===== src/rtl/hazard_ctrl_p.sv =====
// Parametrised hazard controller for the 5-stage pipeline: PC/latch enables and flushes,
// a dcache-wait/halt state machine and saturating stall/flush counters.
module hazard_ctrl_p #(
  parameter int REGW     = 5,
  parameter int FWD_EN   = 1,
  parameter int BR_STAGE = 3,
  parameter int CNTW     = 16
) (
  input  logic            CLK,
  input  logic            nRST,
  input  logic            ihit,
  input  logic            dhit,
  input  logic            dmemreq,
  input  logic            halt,
  input  logic [REGW-1:0] id_rs,
  input  logic [REGW-1:0] id_rt,
  input  logic [REGW-1:0] ex_rd,
  input  logic [REGW-1:0] mem_rd,
  input  logic            ex_regWEN,
  input  logic            mem_regWEN,
  input  logic            ex_memread,
  input  logic            mispredict,
  output logic            pcen,
  output logic [3:0]      latch_en,
  output logic [3:0]      latch_flush,
  output logic            halted,
  output logic [CNTW-1:0] stall_cnt,
  output logic [CNTW-1:0] flush_cnt
);

  typedef enum logic [1:0] {RUN, MEMWAIT, HALTED} state_t;

  // Latches upstream of the branch-resolve stage hold wrong-path work on a mispredict.
  localparam logic [3:0] BR_FLUSH = 4'((1 << BR_STAGE) - 1);

  state_t          state_q, state_d;
  logic [CNTW-1:0] stall_cnt_q, stall_cnt_d;
  logic [CNTW-1:0] flush_cnt_q, flush_cnt_d;

  logic dmiss;
  logic ex_hit, mem_hit, ex_dep, data_hazard;
  logic flush_event;

  assign dmiss = dmemreq & ~dhit;

  always_comb begin
    ex_hit  = ((id_rs != '0) && (id_rs == ex_rd)) || ((id_rt != '0) && (id_rt == ex_rd));
    mem_hit = ((id_rs != '0) && (id_rs == mem_rd)) || ((id_rt != '0) && (id_rt == mem_rd));
    ex_dep  = (FWD_EN != 0) ? ex_memread : ex_regWEN;
    data_hazard = (ex_hit && ex_dep) || ((FWD_EN == 0) && mem_hit && mem_regWEN);
  end

  always_comb begin
    pcen        = 1'b1;
    latch_en    = 4'hF;
    latch_flush = 4'h0;
    flush_event = 1'b0;
    if (!nRST) begin
      pcen        = 1'b0;
      latch_en    = 4'h0;
      latch_flush = 4'hF;
    end else if (state_q == HALTED) begin
      pcen     = 1'b0;
      latch_en = 4'h0;
    end else if (dmiss) begin
      pcen     = 1'b0;
      latch_en = 4'h0;
    end else if (mispredict) begin
      // PC takes the corrected target even without ihit; the in-flight fetch is flushed.
      latch_flush = BR_FLUSH;
      flush_event = 1'b1;
    end else if (data_hazard) begin
      pcen        = 1'b0;
      latch_en    = 4'b1110;
      latch_flush = 4'b0010;
    end else if (!ihit) begin
      pcen        = 1'b0;
      latch_flush = 4'b0001;
    end
  end

  always_comb begin
    state_d = state_q;
    case (state_q)
      RUN: begin
        if (dmiss)     state_d = MEMWAIT;
        else if (halt) state_d = HALTED;
      end
      MEMWAIT: begin
        if (halt && !dmiss) state_d = HALTED;
        else if (dhit)      state_d = RUN;
      end
      HALTED:  state_d = HALTED;
      default: state_d = RUN;
    endcase
  end

  always_comb begin
    stall_cnt_d = stall_cnt_q;
    flush_cnt_d = flush_cnt_q;
    if (!pcen && (state_q != HALTED) && (stall_cnt_q != '1))
      stall_cnt_d = stall_cnt_q + 1'b1;
    if (flush_event && (flush_cnt_q != '1))
      flush_cnt_d = flush_cnt_q + 1'b1;
  end

  always_ff @(posedge CLK or negedge nRST) begin
    if (!nRST) begin
      state_q     <= RUN;
      stall_cnt_q <= '0;
      flush_cnt_q <= '0;
    end else begin
      state_q     <= state_d;
      stall_cnt_q <= stall_cnt_d;
      flush_cnt_q <= flush_cnt_d;
    end
  end

  assign halted    = (state_q == HALTED);
  assign stall_cnt = stall_cnt_q;
  assign flush_cnt = flush_cnt_q;

endmodule


===== config.mk =====
export PLATFORM = sky130hd
export DESIGN_NAME = hazard_ctrl_p
export DESIGN_NICKNAME = d
export VERILOG_FILES = /design/src/rtl/hazard_ctrl_p.sv
export SDC_FILE = /design/constraint.sdc
export NUM_CORES = 1
export LEC_CHECK = 0
export ABC_CLOCK_PERIOD_IN_PS = 2400
export CAP_MARGIN = 20
export CORE_MARGIN = 1.5
export CORE_UTILIZATION = 43
export CTS_CLUSTER_DIAMETER = 200
export DETAILED_ROUTE_END_ITERATION = 7
export PLACE_DENSITY = 0.79
export SYNTH_ARGS = -nofsm -noshare
export SYNTH_HDL_FRONTEND = slang
export SYNTH_SLANG_ARGS = --single-unit

===== constraint.sdc =====
create_clock -name CLK -period 2.4 [get_ports CLK]
set_input_delay 0.48 -clock CLK [delete_from_list [all_inputs] [get_ports CLK]]
set_output_delay 0.48 -clock CLK [all_outputs]
set_load 0.005 [all_outputs]

==> results of run 1 <==
[worst paths after layout]
path                       depth (start not counted)    startpoint  slack (ns)             to
hold reg to reg                                    1    state_q[1]        0.46     state_q[0]
max in group asynchronous                          3          nRST        1.63   flush_cnt[5]
hold / removal                                     2          nRST        0.23  flush_cnt[15]
min in group CLK                                   1    state_q[1]        0.46     state_q[0]
setup reg to reg                                   8  stall_cnt[2]        0.39   stall_cnt[7]
setup / recovery                                   6       dmemreq        0.07    latch_en[3]
[per-layer routing]
layer | routed length, um | global-route usage
met1 | 1880 | 0.230
met2 | 1970 | 0.317
met3 | 213 | 0.0461
met4 | 33 | 0.0375
met5 | 0 | 0
[worst max-delay path: stages]
cell             delay (ns)
clkdlybuf4s50_1        0.42
nor2b_4                0.15
nor2_4                 0.12
nand2_2                0.09
inv_1                  0.09
clkdlybuf4s50_1        0.50
[registers in the layout, summed over array words and instances (netlist names)]
register and count:
flush_cnt 16, stall_cnt 16, state_q 2
[cell type report]
| class | count | area, um^2 | area share |
|---|---|---|---|
| Clock buffer | 7 | 86.3 | 0.0320 |
| Clock inverter | 1 | 5.00 | 0.00185 |
| Inverter | 4 | 15.0 | 0.00556 |
| Multi-Input combinational cell | 133 | 997 | 0.369 |
| Sequential cell | 34 | 851 | 0.315 |
| Tap cell | 50 | 62.6 | 0.0232 |
| Timing Repair Buffer | 77 | 682 | 0.253 |
[logic make-up after synthesis]
family                   after synthesis
XOR/XNOR                              38
buffers and inverters                 10
adder cells (fa/ha/maj)                2
AO/OA/AOI/OAI                         12
flip-flops                            34
multiplexers                           2
AND/OR/NAND/NOR                       79
[cell usage in the layout (no fill, tap or decap), drive strengths merged]
| cell type | count |
|---|---|
| nor2b | 2 |
| clkdlybuf4s15 | 2 |
| a21oi | 5 |
| a41oi | 2 |
| and4 | 3 |
| o22ai | 1 |
| dlymetal6s2s | 3 |
| or4 | 2 |
| dfrtp | 34 |
| buf | 22 |
| inv | 4 |
| dlygate4sd2 | 7 |
| xnor2 | 32 |
| and2 | 5 |
| nor3 | 2 |
| o21bai | 1 |
| nand3 | 13 |
| o21ai | 2 |
| nand2 | 14 |
| nand4 | 15 |
| nand2b | 1 |
| clkdlybuf4s50 | 41 |
| mux2 | 2 |
| ha | 2 |
| nand4b | 1 |
| clkinv | 1 |
| nor2 | 15 |
| xor2 | 6 |
| o311ai | 1 |
| and3 | 6 |
| clkbuf | 9 |
[timing repair]
action	in CTS	in global routing
endpoints found under the setup margin	7	5
setup buffers	2	0
pin swaps	10	8
gates resized for setup	53	21
[power by group through the flow]
stage,Combinational (mW),Sequential [mW],Clock (mW)
detailed placement,0.742,0.815,0
finish,0.745,0.805,0.416
global route,0.822,0.824,0.451
CTS,0.731,0.806,0.427
floorplan,0.337,0.799,0
global placement,0.731,0.808,0
==> impl_metrics.toml, run 1 <==
[clock_network]
path_clk_slew_ns = 0.06
htreeDepth = 2
insertion_delay_ns = 0.27
cts_hold_buffers = 0
cts_sinks = 34
cts_tree = "done"
numCtsBuffers = 5
clock_path_buffers = 2
ctsRootBufferMaster = "clkbuf_8"

[sta]
worst_pin_slew_ns = 0.328
slew_headroom = 0.780
slew_viol_final = 0
fin_skew_ns = 0.00743
layout_setup_ws_ns = 0.0710
tns_ns = 0
finalHoldViolCount = 0
finalSetupViolations = 0
rsz0062_at_grt = "true"
whs_ns = 0.229
fin_crit_ns = 2.33
fmaxAchievable_ghz = 0.429
fin_crit_sh = 0.970

[floorplan]
start_util = 0.451
rows = 23
core_um2 = 4060
chipWidth_um = 68.2
io_pins = 72
die_h_um = 68.2
die_area_um2 = 4650

[global_routing]
antenna_found_initial = 0
first_global_vias = 1493
grt_usage = 0.183
grt_max_degree = 27
grt_pass1_wl_um = 6480
grt_overflow = 0

[routing]
vias_per_cell = 5.16
drt-initial-drc-count = 58
num_vias = 1579
drt_pass1_iterations = 4
wl_per_cell_um = 13.4
route.detailed.drc = 0
wl_um = 4090
antenna_left = 0

[placed_design]
hpwl_um = 3040
place.gp.congestion = 0.817
placed_area_um2 = 2570
dp_cells = 297
numPortBuffers = 64
place_ws_ns = -0.630

[critical_path]
critPathKind = "input pin to output port"
critPathLaunchType = "input pin"
cp-end-kind = "output port"
cp_max_fo = 4
cp.required_ns = 1.92
critical_path_arrival_ns = 1.85

[synthesis]
synthesis.nets = 209
synth_mux_area_frac = 0.0123
synth.distinct_cells = 36
synth_simple_gate_area_share = 0.244
synth-adder-area-share = 0.0137
synth.top_cell.area_share = 0.465
postSynthCellCount = 177
synthesis.area_um2 = 1830
ys_seq_area_frac = 0.465
synth_ff_type = "dfrtp_1"
synth_top_family_by_area = "simple AND/OR/NAND/NOR gates"
yosysMostFrequentCell = "dfrtp_1"
synth.area.top_cells = "dfrtp_1, xnor2_1, nand4_1"
yosysWarningCount = 0
synth_xor_area_frac = 0.182
synth-edff-count = 0
async_reset_ff_frac = 1.00
synth_top_area_cell = "dfrtp_1"
synth_common_cells = "dfrtp_1, xnor2_1, nor2_1, nand4_1, nand2_1"
synth-seq-cells = 34
synth-compound-area-share = 0.0492
syn_area_per_cell_um2 = 10.3

[pwr]
p_sw_frac = 0.314
seqPwrFrac = 0.409
finalPower_mw = 1.97
clkPwrFrac = 0.212
pwr_density_cell_nw_per_um2 = 728
p_leak_nw = 1.19
p_int_mw = 1.35
combPwrFrac = 0.379
p_sw_uw = 617
ir_drop_mv = 0.352

[finish]
fin_util = 0.665
diodes = 0
fin_nets = 287
drive_above_1_share = 0.230
stdcell_count = 306
areaGrowthSynthToFinish_pct = 47.5
finish.instance_area_um2 = 2700
fillers = 322

[flow_run]
maxCapViolCount = 0

[worst_hold_path]
hp-class = "input pin to async pin"

[run_status]
status = "finished clean"
No activity file was read; power rests on OpenSTA's default activity.
==> run 2, diff against run 1 <==
--- a/config.mk
+++ b/config.mk
@@ -7,7 +7,7 @@
 export LEC_CHECK = 0
 export ABC_CLOCK_PERIOD_IN_PS = 2400
 export CAP_MARGIN = 20
-export CORE_MARGIN = 1.5
+export CORE_MARGIN = 5
 export CORE_UTILIZATION = 43
 export CTS_CLUSTER_DIAMETER = 200
 export DETAILED_ROUTE_END_ITERATION = 7
==> run 2 against run 1 <==
Against the previous run:
- power up 12%
- register-to-register slack about the same
- count of clock-buffer cells in the layout down 2
- highest routed layer unchanged
- critical path type unchanged
- non-clock buffer count up 2
==> impl_metrics.toml, run 2 (synthesis results as in run 1) <==
[critical_path]
critical_path_arrival_ns = 1.86
r2r-start = "stall_cnt[2]"
critPathLaunchType = "input pin"
cp_max_fo = 3
cp.required_ns = 1.92
cp-end-kind = "output port"
reg2reg_depth = 8
critPathKind = "input pin to output port"
crit_start = "id_rt[0]"

[clock_network]
clock_path_buffers = 2
htreeDepth = 2
cts_hold_buffers = 0
cts_sinks = 34
ctsRootBufferMaster = "clkbuf_8"
path_clk_slew_ns = 0.07
insertion_delay_ns = 0.29
numCtsBuffers = 5
cts_tree = "done"

[sta]
slew_viol_final = 0
fmaxAchievable_ghz = 0.427
finalSetupViolations = 0
rsz0062_at_grt = "true"
slew_headroom = 0.753
finalHoldViolCount = 0
fin_crit_sh = 0.975
whs_ns = 0.213
worst_pin_slew_ns = 0.370
fin_skew_ns = 0.00889
fin_crit_ns = 2.34

[run_status]
status = "finished clean"

[routing]
wl_per_cell_um = 13.4
wl_um = 4130
drt_pass1_iterations = 6
route.detailed.drc = 0
vias_per_cell = 5.12
drt-initial-drc-count = 73
num_vias = 1578
antenna_left = 0

[floorplan]
start_util = 0.451
die_area_um2 = 5660
die_h_um = 75.2
chipWidth_um = 75.2
rows = 23
core_um2 = 4060
io_pins = 72

[global_routing]
grt_use_met2 = 0.260
grt_util_met1 = 0.187
antenna_found_initial = 0
grt_pass1_wl_um = 6860
grt_use_met3 = 0.0628
grt_max_degree = 30
busiest_layer = "met2"
grt_usage = 0.157
grt_overflow = 0
first_global_vias = 1560

[finish]
drive_above_1_share = 0.205
final_cell_mix = "clkdlybuf4s50_1, dfrtp_1, xnor2_1"
areaGrowthSynthToFinish_pct = 51.3
fin_nets = 289
fillers = 346
diodes = 0
layout_commonest_cell = "clkdlybuf4s50_1"

[worst_hold_path]
hp-class = "input pin to async pin"

[flow_run]
maxCapViolCount = 0

[placed_design]
numPortBuffers = 64
place.gp.congestion = 0.766
hpwl_um = 3200

[pwr]
finalPower_mw = 2.21
p_leak_nw = 1.21
ir_drop_mv = 0.467
pwr_density_cell_nw_per_um2 = 798
## run 2: worst paths after layout
check / slack, ns / to
max in group asynchronous: 1.80 / flush_cnt[12]
min reg2reg: 0.46 / state_q[0]
min in group CLK: 0.46 / state_q[0]
min: 0.21 / flush_cnt[1]
max reg2reg: 0.38 / stall_cnt[9]
max: 0.06 / latch_flush[0]
## run 2: power breakdown
group | switching (mW) | total, mW | internal, mW | leakage, nW
clock | 0.213 | 0.629 | 0.416 | 0.0683
combinational | 0.309 | 0.777 | 0.468 | 0.689
sequential | 0.127 | 0.802 | 0.675 | 0.449
## run 2: layer usage
layer	vias up	part of all wire
met5	-	0
met4	0	0.017
met3	5	0.090
met2	52	0.47
met1	747	0.42
li1	774	-
## run 2: through the flow
stage	std cells	worst slack [ns]	utilization	instance area, um^2	setup TNS, ns
floorplan	177	0.403	-	1830	0
global placement	299	-0.570	0.640	2600	-4.05
detailed placement	299	-0.618	0.640	2600	-5.08
CTS	308	0.00623	0.677	2750	0
global route	308	-0.00697	0.682	2770	-0.00697
finish	308	0.0598	0.682	2770	0
## run 2: worst max-delay path: stages
cell,delay (ns)
clkdlybuf4s15_1,0.19
or4_4,0.54
a21oi_2,0.15
o22ai_2,0.11
a21oi_1,0.15
o21ai_1,0.08
nand2_1,0.06
buf_2,0.11
## run 2: timing repair
action                                  CTS  global route
pin swaps                                11             7
endpoints found under the setup margin    8             6
setup buffers                             1             0
resized for setup                        44            10
gates cloned                              0             0
## run 2: cell type report
cell class / instances / area, um^2 / share of cell area
multi-input combinational: 133 / 968 / 0.350
sequential: 34 / 851 / 0.307
timing repair buffer: 79 / 733 / 0.265
clock buffer: 5 / 68.8 / 0.0249
clock inverter: 3 / 68.8 / 0.0249
tap: 50 / 62.6 / 0.0226
inverter: 4 / 15.0 / 0.00542
